--- src/rtl/cnn_pkg.sv ---
// Shared definitions for the CNN memory path: arbiter states, requester ids
// and default bus widths.
package cnn_pkg;

    typedef enum logic [1:0] {
        ARB_IDLE  = 2'd0,
        ARB_BURST = 2'd1,
        ARB_DONE  = 2'd2
    } arbState_t;

    localparam int REQ_LOAD = 0;
    localparam int REQ_CONV = 1;
    localparam int REQ_POOL = 2;

    localparam int DEF_AW = 16;
    localparam int DEF_DW = 16;
    localparam int DEF_LW = 16;

endpackage

--- src/rtl/cnn_mem_arbiter_rr_picker.sv ---
// Combinational round-robin select: first requester at or after ptr wins.
module rr_picker
    import cnn_pkg::*;
#(
    parameter int NREQ = REQ_POOL + 1,
    parameter int PW   = 2
) (
    input  logic [NREQ-1:0] req,
    input  logic [PW-1:0]   ptr,
    output logic [NREQ-1:0] win,
    output logic            valid
);

    function automatic logic [PW-1:0] slot(input logic [PW-1:0] start, input int offset);
        int s;
        s = int'(start) + offset;
        if (s >= NREQ) s = s - NREQ;
        return PW'(s);
    endfunction

    always_comb begin
        // NOTE: defaults first so every path drives win/valid; otherwise a latch is inferred.
        win   = '0;
        valid = 1'b0;
        for (int i = 0; i < NREQ; i++) begin
            if (!valid && req[slot(ptr, i)]) begin
                win[slot(ptr, i)] = 1'b1;
                valid             = 1'b1;
            end
        end
    end

endmodule

--- src/rtl/cnn_mem_arbiter.sv ---
// Round-robin arbiter and burst sequencer sharing the single-port CNN memory
// between the load path and the conv/pool write-back paths.
module cnn_mem_arbiter
    import cnn_pkg::*;
#(
    parameter int NREQ = REQ_POOL + 1,
    parameter int AW   = DEF_AW,
    parameter int DW   = DEF_DW,
    parameter int LW   = DEF_LW
) (
    input  logic             clk,
    input  logic             reset,
    input  logic [NREQ-1:0]  req,
    input  logic [NREQ-1:0]  we,
    input  logic [NREQ*AW-1:0] addr,
    input  logic [NREQ*LW-1:0] len,
    input  logic [NREQ*DW-1:0] wdata,
    output logic [NREQ-1:0]  gnt,
    output logic [NREQ-1:0]  beat,
    output logic [NREQ-1:0]  rvalid,
    output logic [NREQ-1:0]  done,
    output logic             mem_we,
    output logic [AW-1:0]    mem_addr,
    output logic [DW-1:0]    mem_wdata
);

    localparam int PW = (NREQ > 1) ? $clog2(NREQ) : 1;

    arbState_t       state;
    logic [PW-1:0]   ptr;
    logic [PW-1:0]   own;
    logic [PW-1:0]   winIdx;
    logic [NREQ-1:0] win;
    logic            winValid;
    logic [AW-1:0]   base;
    logic [LW-1:0]   burstLen;
    logic [LW-1:0]   cnt;

    logic [AW-1:0] addrArr  [NREQ];
    logic [LW-1:0] lenArr   [NREQ];
    logic [DW-1:0] wdataArr [NREQ];

    for (genvar g = 0; g < NREQ; g++) begin : gUnpack
        assign addrArr[g]  = addr[g*AW +: AW];
        assign lenArr[g]   = len[g*LW +: LW];
        assign wdataArr[g] = wdata[g*DW +: DW];
    end

    rr_picker #(.NREQ(NREQ), .PW(PW)) uPicker (
        .req   (req),
        .ptr   (ptr),
        .win   (win),
        .valid (winValid)
    );

    function automatic logic [PW-1:0] wrapInc(input logic [PW-1:0] idx);
        return (int'(idx) >= NREQ - 1) ? '0 : idx + 1'b1;
    endfunction

    always_comb begin
        winIdx = '0;
        for (int i = 0; i < NREQ; i++) begin
            if (win[i]) winIdx = PW'(i);
        end
    end

    // Write data is the only unregistered output: it follows the granted requester.
    always_comb begin
        mem_wdata = '0;
        for (int i = 0; i < NREQ; i++) begin
            if (gnt[i]) mem_wdata = wdataArr[i];
        end
    end

    // NOTE: state registers use non-blocking assignments so every flop samples pre-edge values.
    always_ff @(posedge clk or negedge reset) begin
        if (!reset) begin
            state    <= ARB_IDLE;
            ptr      <= '0;
            own      <= '0;
            cnt      <= '0;
            base     <= '0;
            burstLen <= '0;
            gnt      <= '0;
            beat     <= '0;
            rvalid   <= '0;
            done     <= '0;
            mem_we   <= 1'b0;
            mem_addr <= '0;
        end else begin
            rvalid <= beat & ~{NREQ{mem_we}};
            done   <= '0;
            case (state)
                ARB_IDLE: begin
                    if (winValid) begin
                        own      <= winIdx;
                        base     <= addrArr[winIdx];
                        burstLen <= lenArr[winIdx];
                        cnt      <= '0;
                        if (lenArr[winIdx] == '0) begin
                            state <= ARB_DONE;
                            done  <= win;
                            ptr   <= wrapInc(winIdx);
                        end else begin
                            state    <= ARB_BURST;
                            gnt      <= win;
                            beat     <= win;
                            mem_we   <= we[winIdx];
                            mem_addr <= addrArr[winIdx];
                        end
                    end
                end
                ARB_BURST: begin
                    if (cnt == burstLen - 1'b1) begin
                        state    <= ARB_DONE;
                        done     <= gnt;
                        gnt      <= '0;
                        beat     <= '0;
                        mem_we   <= 1'b0;
                        mem_addr <= '0;
                        ptr      <= wrapInc(own);
                    end else begin
                        cnt      <= cnt + 1'b1;
                        mem_addr <= base + AW'(cnt) + AW'(1);
                    end
                end
                ARB_DONE: state <= ARB_IDLE;
                default:  state <= ARB_IDLE;
            endcase
        end
    end

endmodule

--- config.mk ---
export PLATFORM = sky130hd
export DESIGN_NAME = cnn_mem_arbiter
export DESIGN_NICKNAME = d
export VERILOG_FILES = /design/src/rtl/cnn_pkg.sv /design/src/rtl/cnn_mem_arbiter_rr_picker.sv /design/src/rtl/cnn_mem_arbiter.sv
export SDC_FILE = /design/constraint.sdc
export NUM_CORES = 1
export LEC_CHECK = 0
export CORE_MARGIN = 2
export CORE_UTILIZATION = 44
export CTS_BUF_LIST = sky130_fd_sc_hd__clkbuf_4
export DETAILED_ROUTE_END_ITERATION = 16
export PLACE_DENSITY_LB_ADDON = 0.3
export SETUP_SLACK_MARGIN = 0.5
export SYNTH_ARGS = -nofsm -noshare
export SYNTH_HDL_FRONTEND = slang
export SYNTH_SLANG_ARGS = --single-unit
--- constraint.sdc ---
create_clock -name clk -period 2.9 [get_ports clk]
set_clock_uncertainty 0.05 [all_clocks]
set_input_delay 0.435 -clock clk [delete_from_list [all_inputs] [get_ports clk]]
set_output_delay 0.435 -clock clk [all_outputs]
set_load 0.02 [all_outputs]
* Yosys cells after proc, flatten, opt, wreduce, memory -nomap -nowiden *
Cells that the tools add are included.

storage, ports and cells
  register bits = 80
  input port bits = 152
  output and inout port bits = 45
  logic and storage cells = 132

operators by class
  $add $sub $neg = 11
  magnitude comparators = 16
  equal/unequal tests = 7
  multiplexer cells = 66
  bitwise logic cells = 5
  reductions and logical operators = 16

operators by type and width
  cell                                                                count
  two-way mux 16 bit                                                  12
  binary-select mux 16 bit (select 2 bit)                             2
  case mux 16 bit (2 select lines)                                    2
  adder 16 x 1 -> 16 bit (second input constant)                      2
  two-way mux 2 bit                                                   15
  two-way mux 3 bit                                                   9
  < comparator 2 x 3 -> 1 bit (second input constant)                 7
  adder 16 bit                                                        1
  == test 16 bit                                                      1
  logical NOT 16 bit                                                  1
  subtractor 16 x 1 -> 16 bit (second input constant)                 1
  two-way mux 1 bit                                                   14
  case mux 3 bit (2 select lines)                                     2
  binary-select mux 1 bit (select 2 bit)                              4
  inequality test 2 bit (second input constant)                       4
  case mux 2 bit (2 select lines)                                     2
  AND reduction 4 bit                                                 2
  demux 1 bit (select 2 bit)                                          3
  greater-or-equal comparator 2 x 1 -> 1 bit (second input constant)  3
  greater-or-equal comparator 2 bit (second input constant)           3
  greater-or-equal comparator 3 x 2 -> 1 bit (second input constant)  2
  OR 3 bit                                                            2
  AND reduction 3 bit                                                 2
  logical AND 1 bit                                                   5
  other kinds (16)                                                    20

* Depth between registers and ports, before layout *
  word-level depth = 27
  gate-level depth with buffers = 13
  gate-level depth less buffers = 11

* Hierarchy *
A second synthesis with hierarchy kept.

second synthesis, totals
  cell total of the unflattened synthesis = 697
  area, all modules = 5979.5 um^2

by module, submodules not included
  module           instances  cells an instance  area each (um^2)  seq. area each (um^2)
  cnn_mem_arbiter  1          661                5709.2            2001.9
  rr_picker        1          36                 270.3             0.0

* Worst setup path after synthesis *
Ideal clock, no wire load.

  kind = register to register
  from = register burstLen[2]
  to = register mem_addr[15]
  library setup time = 0.138 ns
  arrival time = 2.718 ns
  required time = 2.712 ns
  slack = -0.006 ns
  stages on the path, launching flop included = 11
  path buffers = 3
  period minus slack after synthesis = 2.906 ns
  cell sequence = dfrtp_1 -> nor4_2 -> nand3_2 -> or3_1 -> xnor2_1 -> or4_4 -> o21ai_2 -> buf_6 -> buf_8 -> buf_4 -> o22ai_1

between the ends
  cells in the longest elaborated chain, start to end = 4

ends and longest elaborated chain
  what                              RTL line                text
  start: declaration                cnn_mem_arbiter.sv:36   logic [LW-1:0] burstLen;
  start signal: assignment          cnn_mem_arbiter.sv:98   burstLen <= lenArr[winIdx];
  subtractor 16 x 1 -> 16 bit       cnn_mem_arbiter.sv:114  if (cnt == burstLen - 1'b1) begin
  == test 16 bit                    cnn_mem_arbiter.sv:114
  two-way mux 16 bit                cnn_mem_arbiter.sv:114
  case mux 16 bit (2 select lines)  cnn_mem_arbiter.sv:93   case (state)
  end signal: assignment            cnn_mem_arbiter.sv:109  mem_addr <= addrArr[winIdx];
  end signal: assignment            cnn_mem_arbiter.sv:124  mem_addr <= base + AW'(cnt) + AW'(1);
  end: declaration                  cnn_mem_arbiter.sv:23   output logic [AW-1:0] mem_addr,

No other way between the ends.
A chain may end at the register's enable or synchronous reset.

* Worst setup path after layout *
  from = register burstLen[3]
  to = register ptr[0]

between the ends
  cells in the longest elaborated chain, start to end = 4

ends and longest elaborated chain
  what                                    RTL line                text
  subtractor 16 x 1 -> 16 bit             cnn_mem_arbiter.sv:114
  == test 16 bit                          cnn_mem_arbiter.sv:114
  inequality test 2 bit (no source line)  -
  AND reduction 4 bit (no source line)    -
  end signal: assignment                  cnn_mem_arbiter.sv:103  ptr <= wrapInc(winIdx);
  end signal: assignment                  cnn_mem_arbiter.sv:121  ptr <= wrapInc(own);
  end: declaration                        cnn_mem_arbiter.sv:30   logic [PW-1:0] ptr;

No other way between the ends.

==> results.toml <==
[cts]
tritoncts = "yes"
cts_root_buffer = "clkbuf_4"
clockBufferDepth = 2
cts_hold_buf = 0
cts_inserted_buffers = 9
clkTransAtPathRegs_ns = 0.14
cts.htree.levels = 3
numClockSinks = 80
clk-insertion-delay-late_ns = 0.49

[sta]
slew_violations = 0
fin_crit_ns = 3.04
max_slew_margin_pct = 29.9
setup_ws_ns = -0.144
fmax_mhz = 329
rsz0062_at_grt = "true"
post-route-period-util_pct = 105
hold_violations = 0
setup_viol = 15
worst_slew_pin_slew_ns = 1.05

[critical_path]
slowest_stage = "or4_4"
critPathArrivalTime_ns = 3.40
max_stage_delay_ns = 0.52
critical_path_peak_fanout = 4
cp.required_ns = 3.25
path_class = "flip-flop to flip-flop"
rrSetupSlack_ns = -0.14
start_kind = "flip-flop"
cp_cell_sequence = "or4_4 > buf_4 > nor3_1 > xnor2_1 > nand2_1 > or4_4 > o31ai_4 > buf_4 > nand2_2 > mux2i_1"
critPathCaptureType = "flip-flop"

[global_route]
grt_pass1_vias = 6020
grt_first_pass_wirelength_mm = 30.7
grtUsageTotal_pct = 26.7
antenna_found_initial = 0
grt_max_degree = 81
globalRouteOverflowTotal = 0

[final_layout]
syn_to_final_growth_pct = 73.1
seq_area_sq_um = 2010
instances_no_fill = 1163
fillerInstances = 761
finish.utilization_pct = 78.0
multi_input_comb_area_sq_um = 4630
layout-drive-gt1-share_pct = 30.4
antenna_cells = 0
nets = 1156

[logic_synthesis]
ys_ff_latch = 80
synthArstFlopShare_pct = 100
ys_warn_count = 0
synth_nets = 877
syn_area_sq_um = 5990
ys.flop_type = "dfrtp_1"
yosys-top-cells-area = "dfrtp_1 (33%), mux2i_1 (8.4%), nand2_1 (6.8%), o21ai_0 (4.9%), ha_1 (4.4%)"
yosysSeqAreaShare_pct = 33.4
synth-edff-count = 0
avgSynthCellArea_sq_um = 8.53
yosysTopAreaCellShare_pct = 33.4
ys_types = 68
synth_area_leader_cell = "dfrtp_1"
netlist_instances = 703

[route]
wl_mm = 25.2
avgViaCountPerCell = 6.14
drc = 0
antenna_left = 0
drt-pass1-iter-count = 5
drtIter0Drc = 591
routedWlPerCell_um = 21.7
vias = 7146

[power_and_ir_drop]
ir_drop_uv = 530
leakagePower_uw = 0.00441
cellPowerDensity_nw_per_um2 = 1160

[die]
die_h_um = 121
core_sq_um = 13300
initial_core_util_pct = 45.1
die_x_um = 121
rows = 42
die_area_sq_um = 14600
io_pins = 197

[placement]
finalWeightedCongestion = 0.892
preCtsSetupSlack_ns = -0.0421
place_inst = 1080
dp_hpwl_mm = 14.4
port_buffers = 196

[min_path]
hp-class = "input pin to async pin"

[job]
drv_cap = 0

[status]
outcome = "finished with violations"
violations = "setup timing"
==> state kept, by name (all words and copies together), names as in the netlist <==
signal    cells
mem_addr     16
burstLen     16
base         16
cnt          16
state         2
mem_we        1
done          3
rvalid        3
ptr           2
own           2
beat          3
==> kinds of logic after synthesis <==
| family | Yosys count | synth area share (%) |
|---|---|---|
| and+or+nand+nor | 259 | 21.6 |
| AOI/OAI and AO/OA | 195 | 22.2 |
| DFF | 80 | 33.4 |
| buffers and inverters | 64 | 4.86 |
| muxes | 52 | 8.73 |
| xor gates and xnor gates | 31 | 4.53 |
| adders and majority gates | 22 | 4.72 |
==> worst max-delay path: cells and delay by family (launching register included) <==
kind	cells	cell delay (ns)
mux	1	0.24
buf+inv	2	0.34
flops	1	0.45
xor+xnor	1	0.18
simple gates	5	1.38
compound gates	1	0.33
==> through the flow <==
stage | area, sq um | total power [uW] | TNS, ns | hold WS (ns)
after CTS | 9110 | 9480 | 0 | 0.116
after detailed placement | 8470 | 7980 | -0.121 | 0.425
after floorplan | 6120 | 5840 | 0 | 0.0894
after global routing | 10400 | 12600 | -4.02 | 0.134
final | 10400 | 12100 | -0.627 | 0.0549
after global placement | 8470 | 7890 | 0 | 0.414
==> cells in the final DEF, fill, tap and decap left out, drive strengths merged, types with 3 or more instances in the layout <==
cell and n:
nand4 5, ha 21, a21oi 13, or4 6
xnor2 19, buf 109, or3 4, a22o 3
nor4 20, mux2i 50, or2 4, a22oi 15
and2 4, clkbuf 30, xor2 12, clkdlybuf4s50 179
o22ai 9, nand3b 4, o31ai 10, a211oi 16
nand2b 12, dfrtp 80, o21ai 62, a2bb2oi 8
inv 21, o41ai 3, nand2 108, a311oi 4
o21a 3, dlygate4sd1 3, nor3 16, o211ai 5
and4 3, nand3 21, nor2b 7, a21o 19
a31oi 8, nor2 37
==> synth_stat cells (4+ instances only) <==
cell,n
nor2_1,37
clkbuf_1,27
o31ai_1,9
a211oi_1,16
nand2b_1,12
o22ai_1,9
nor3_1,14
o211ai_1,5
inv_1,21
nand3_1,19
xnor2_1,19
dfrtp_1,80
a21oi_1,13
a311oi_1,4
nor4_1,18
nand3b_1,4
a2bb2oi_1,8
or2_2,4
a21o_1,19
a22oi_1,15
and2_1,4
buf_2,8
mux2i_1,50
nand2_1,108
ha_1,21
nor2b_1,7
buf_4,4
nand4_1,5
a31oi_1,8
o21ai_0,59
or3_1,4
xor2_1,12
==> per-layer routing <==
| metal | up-vias | GRT usage, % | wire length, um |
|---|---|---|---|
| met5 | - | 0 | 0 |
| met4 | 0 | 9.59 | 1130 |
| met3 | 98 | 4.43 | 2250 |
| met2 | 466 | 45.4 | 12400 |
| met1 | 3427 | 34.3 | 9400 |
| li1 | 3155 | - | - |
==> power by group <==
part | switching [uW] | total, uW | internal, uW
logic | 4840 | 9370 | 4530
clock network | 425 | 713 | 288
registers | 406 | 1980 | 1570
==> repair_timing <==
item / 4_1_cts / 5_1_grt
gates cloned: 5 / 11
pin swaps: 20 / 48
resized for setup: 83 / 239
setup buffers: 18 / 33
endpoints found under the setup margin: 93 / 95
==> final cells by class <==
cell class,count,area share [%]
inverters,21,0.784
clock inverters,4,0.446
well taps,176,2.12
flip-flops and latches,80,19.4
clock buffers,12,0.868
repair buffers,311,31.8
multi-input cells,559,44.6
==> final timing paths <==
check	from	to	cells after the start
min	reset	mem_addr[14]	1
min in group clk	base[14]	base[14]	2
max in group asynchronous	reset	burstLen[3]	1
min reg2reg	base[14]	base[14]	2
max	burstLen[3]	ptr[0]	10
max reg2reg	burstLen[3]	ptr[0]	10
No activity file was read; power rests on OpenSTA's default activity.
